### config.mk
export PLATFORM = sky130hd
export DESIGN_NAME = instruction_memory_loader
export DESIGN_NICKNAME = d
export VERILOG_FILES = /design/src/rtl/instruction_memory_loader.sv
export SDC_FILE = /design/constraint.sdc
export NUM_CORES = 1
export LEC_CHECK = 0
export CAP_MARGIN = 20
export CORE_MARGIN = 2
export CORE_UTILIZATION = 46
export CTS_CLUSTER_SIZE = 20
export DETAILED_ROUTE_END_ITERATION = 7
export MAX_ROUTING_LAYER = met4
export PLACE_DENSITY = 0.89
export SLEW_MARGIN = 20
export SYNTH_ARGS = -nofsm -noshare
export SYNTH_HDL_FRONTEND = slang
export SYNTH_SLANG_ARGS = --single-unit
### constraint.sdc
create_clock -name Clock -period 1.8 [get_ports Clock]
set_input_delay 0.36 -clock Clock [delete_from_list [all_inputs] [get_ports Clock]]
set_output_delay 0.36 -clock Clock [all_outputs]
set_load 0.02 [all_outputs]
### src/rtl/instruction_memory_loader.sv
// Streams 16-bit instruction words into the byte-wide instruction memory,
// high byte first at even addresses, matching the {mem[PC], mem[PC+1]} fetch.
module instruction_memory_loader #(
  parameter int MEM_BYTES = 128,
  parameter int ADDR_W    = 16
) (
  input  logic              Clock,
  input  logic              ResetN,
  input  logic              Start,
  input  logic [ADDR_W-1:0] BaseAddr,
  input  logic [6:0]        WordCount,
  input  logic              InValid,
  input  logic [15:0]       InWord,
  output logic              InReady,
  output logic              MemWe,
  output logic [ADDR_W-1:0] MemAddr,
  output logic [7:0]        MemData,
  output logic              Busy,
  output logic              Done,
  output logic              Error
);

  typedef enum logic [2:0] {
    S_IDLE,
    S_WAIT_WORD,
    S_WRITE_HI,
    S_WRITE_LO,
    S_FINISH,
    S_FAIL
  } state_t;

  localparam logic [ADDR_W:0] LIMIT = (ADDR_W+1)'(MEM_BYTES);

  state_t            state_q, state_d;
  logic [ADDR_W-1:0] ptr_q, ptr_d;
  logic [6:0]        rem_q, rem_d;
  logic [15:0]       word_q, word_d;
  logic [ADDR_W:0]   end_addr;

  // One extra bit so a load running past the top cannot wrap to look legal.
  assign end_addr = {1'b0, BaseAddr}
                  + {{(ADDR_W-7){1'b0}}, WordCount, 1'b0};

  always_ff @(posedge Clock or negedge ResetN) begin
    if (!ResetN) begin
      state_q <= S_IDLE;
      ptr_q   <= '0;
      rem_q   <= '0;
      word_q  <= '0;
    end else begin
      state_q <= state_d;
      ptr_q   <= ptr_d;
      rem_q   <= rem_d;
      word_q  <= word_d;
    end
  end

  always_comb begin
    state_d = state_q;
    ptr_d   = ptr_q;
    rem_d   = rem_q;
    word_d  = word_q;
    unique case (state_q)
      S_IDLE: begin
        if (Start) begin
          ptr_d = BaseAddr;
          rem_d = WordCount;
          if (BaseAddr[0] || (end_addr > LIMIT)) begin
            state_d = S_FAIL;
          end else if (WordCount == 7'd0) begin
            state_d = S_FINISH;
          end else begin
            state_d = S_WAIT_WORD;
          end
        end
      end
      S_WAIT_WORD: begin
        if (InValid) begin
          word_d  = InWord;
          state_d = S_WRITE_HI;
        end
      end
      S_WRITE_HI: state_d = S_WRITE_LO;
      S_WRITE_LO: begin
        ptr_d = ptr_q + ADDR_W'(2);
        rem_d = rem_q - 7'd1;
        if (rem_q == 7'd1) begin
          state_d = S_FINISH;
        end else begin
          state_d = S_WAIT_WORD;
        end
      end
      S_FINISH: state_d = S_IDLE;
      S_FAIL:   state_d = S_IDLE;
      default:  state_d = S_IDLE;
    endcase
  end

  always_comb begin
    InReady = 1'b0;
    MemWe   = 1'b0;
    MemAddr = '0;
    MemData = '0;
    Done    = 1'b0;
    Error   = 1'b0;
    Busy    = (state_q != S_IDLE);
    unique case (state_q)
      S_WAIT_WORD: InReady = 1'b1;
      S_WRITE_HI: begin
        MemWe   = 1'b1;
        MemAddr = ptr_q;
        MemData = word_q[15:8];
      end
      S_WRITE_LO: begin
        MemWe   = 1'b1;
        MemAddr = ptr_q + ADDR_W'(1);
        MemData = word_q[7:0];
      end
      S_FINISH: Done  = 1'b1;
      S_FAIL:   Error = 1'b1;
      default: ;
    endcase
  end

endmodule

==> flow_summary.json <==
{
  "status": "finished, violations left",
  "drtIter0Drc": 522,
  "final_cell_mix": "buf_4 (105), dfrtp_1 (41), nor2_1 (40), clkdlybuf4s50_1 (29), nand2_1 (26)",
  "pwr-share-seq": 0.258,
  "fillCellCount": 336,
  "met3_usage": 0.0486,
  "vias": 3854,
  "ff2ff_setup_slack_ps": -390,
  "drive_gt1_frac": 0.455,
  "power.switching_w": 0.00318,
  "hold_violations": 0,
  "syn_to_final_growth_pct": 69.8,
  "synth-edff-count": 0,
  "power_leakage_nw": 2.18,
  "post-route-cell-area_um2": 5110,
  "cts_max_level": 2,
  "period_minus_slack_ps": 2380,
  "r2r_end": "ptr_q[14]",
  "die_w_um": 84.8,
  "switching_share": 0.456,
  "port_buffers": 71,
  "report.final.slew_viol_count": 0,
  "nets": 573,
  "drv_cap": 0,
  "num_rows": 29,
  "final_common_cell": "buf_4",
  "fin_ws_ps": -577,
  "violations": "setup timing",
  "clkLatencyLatePin_ps": 320,
  "worstSetupEndpoint": "MemAddr[13]",
  "worstPathMaxFanout": 5,
  "firstDrtPassIters": 5,
  "grt_pass1_vias": 3835,
  "place_ws_ps": -925,
  "wl_per_cell_um": 21.2,
  "hpwlAfterDp_mm": 7.68,
  "crit_start": "ptr_q[2]",
  "end_kind": "output pin",
  "cp_num_cells": 7,
  "fmax_ghz": 0.421,
  "tightest_slew_ps": 582,
  "root_buffer": "clkbuf_8",
  "critPathBufInv": 1,
  "crit_family": "simple AND/OR/NAND/NOR gates",
  "grt_use_met2": 0.553,
  "yosysSeqAreaShare": 0.350,
  "relSlewSlack": 0.612,
  "clock_path_buffers": 2,
  "placed_area_um2": 4700,
  "clk_pin_slew_ps": 100,
  "p_comb_frac": 0.647,
  "rr_startpoint": "state_q[0]",
  "initial_core_util": 0.473,
  "antenna_found_initial": 0,
  "ir_drop_v": 0.00102,
  "setup_viol": 63,
  "min_path_type": "in -> async",
  "cts_hold_buf": 0,
  "reg2regPathDepth": 8,
  "netlist_area_um2": 3010,
  "boundaryPins": 72,
  "total_power_w": 0.00697,
  "worstPathArrival_ps": 2020,
  "core_um2": 6350,
  "die_area_um2": 7200,
  "cts_inserted_buffers": 5,
  "synth_seq_cells": 42,
  "slowest_delay_ps": 450,
  "fin_worst_skew_ps": 9.56,
  "grt.overflow.total": 0,
  "grt_max_degree": 24,
  "crit_required_ps": 1440,
  "path_class": "reg -> out",
  "ys_warn_count": 0,
  "cp-start-kind": "register",
  "clockPowerShare": 0.096,
  "place_congestion": 0.945,
  "globalRoute.busiestLayer": "met2",
  "syn_nets": 404,
  "drcViolationCount": 0,
  "internal-power_w": 0.00379,
  "synth_ff_type": "dfrtp_1",
  "antenna_cells": 0,
  "viasPerCell": 6.47,
  "ys_async_sr_fraction": 1.00,
  "met1_usage": 0.371,
  "avgSynthCellArea_um2": 8.61,
  "die_y_um": 84.8,
  "crit_chain": "ha_4 > nand2_2 > nor2_4 > nand3_4 > or3_4 > a21oi_4 > buf_6",
  "synth_cell_types": 53,
  "cts_tree": "built",
  "netlist_instances": 349,
  "rsz0062_at_grt": "true",
  "drt_wl_total_mm": 12.6,
  "grt_pass1_wl_mm": 18.0,
  "period_share": 1.32,
  "cts.sinks": 42,
  "grtUsageTotal": 0.321,
  "ant_nets": 0,
  "crit_slowest_cell": "dfrtp_1",
  "power_density_nw_per_um2": 1360
}
-- routing by layer --
| metal | share of wire | up-vias |
|---|---|---|
| met3 | 0.091 | 102 |
| met5 | 0 | - |
| met4 | 0.059 | 0 |
| met2 | 0.49 | 305 |
| met1 | 0.35 | 1828 |
| li1 | - | 1619 |
-- worst min path at each step --
stage | endpoint | slack [ps] | cells past startpoint
4_1_cts | word_q[3] | 30 | 1
2_1_floorplan | ptr_q[0] | 60 | 0
6_report | word_q[3] | 40 | 1
5_1_grt | word_q[11] | 60 | 1
3_5_place_dp | word_q[3] | 370 | 1
3_3_place_gp | word_q[3] | 360 | 1
-- power by group through the flow --
stage	logic, W	clock network [W]	registers [W]
6_report	0.00451	0.000666	0.00180
5_1_grt	0.00475	0.000697	0.00184
4_1_cts	0.00408	0.000645	0.00175
3_5_place_dp	0.00396	0	0.00174
3_3_place_gp	0.00381	0	0.00170
2_1_floorplan	0.00218	0	0.00172
-- synthesized netlist by cell type, types with 6 or more instances --
master | count | share of area
nor3_1 | 9 | 0.015
ha_1 | 11 | 0.046
nand3_1 | 7 | 0.012
buf_2 | 9 | 0.015
nand2_1 | 32 | 0.040
nor2_1 | 48 | 0.060
inv_1 | 12 | 0.015
or3_1 | 9 | 0.019
mux2i_1 | 9 | 0.030
o21ai_0 | 23 | 0.038
mux2_2 | 17 | 0.064
dfrtp_1 | 42 | 0.35
a21oi_1 | 21 | 0.035
a221o_1 | 6 | 0.020
xor2_1 | 7 | 0.020
clkbuf_1 | 6 | 0.0075
xnor2_1 | 8 | 0.023
-- worst reg2reg max path, cell delays in order (launching register included) --
cell and delay, ps:
dfrtp_1 410, buf_6 260, inv_1 160, buf_4 180
nor2_2 240, buf_4 270, nand2_1 160, o21ai_0 250
a21oi_1 130
-- area by class of cell --
type                            count  area (um^2)  area share
Clock buffer                        5         68.8      0.0135
Clock inverter                      3         23.8     0.00466
Inverter                           12         45.0     0.00882
Multi-Input combinational cell    280         2280       0.447
Sequential cell                    42         1050       0.206
Tap cell                           77         96.3      0.0189
Timing Repair Buffer              177         1540       0.301
-- kinds of logic after synthesis --
family	share of synthesized area
AOI/OAI and AO/OA	0.220
xor gates and xnor gates	0.0437
adders and majority gates	0.0524
buffers and inverters	0.0375
DFF	0.350
muxes	0.0936
and+or+nand+nor	0.203
-- through the flow --
step | std cells | hold WS (ps) | setup TNS [ps] | util
final | 596 | 36.1 | -13320 | 0.804
after global routing | 596 | 62.4 | -16450 | 0.804
after CTS | 587 | 34.2 | -7410 | 0.776
after detailed placement | 572 | 370 | -14180 | 0.740
after global placement | 572 | 364 | -10700 | 0.740
after floorplan | 349 | 64.4 | -1370 | -
-- registers in the layout, indices dropped and copies added (netlist names) --
| name | cells |
|---|---|
| rem_q | 7 |
| ptr_q | 16 |
| state_q | 3 |
| word_q | 16 |
-- repair_timing --
item,4_1_cts,5_1_grt
resized for setup,173,45
setup endpoints to repair,66,63
setup buffers,8,11
pin swaps,20,24
Note: power is estimated with default switching activity, not from simulation.
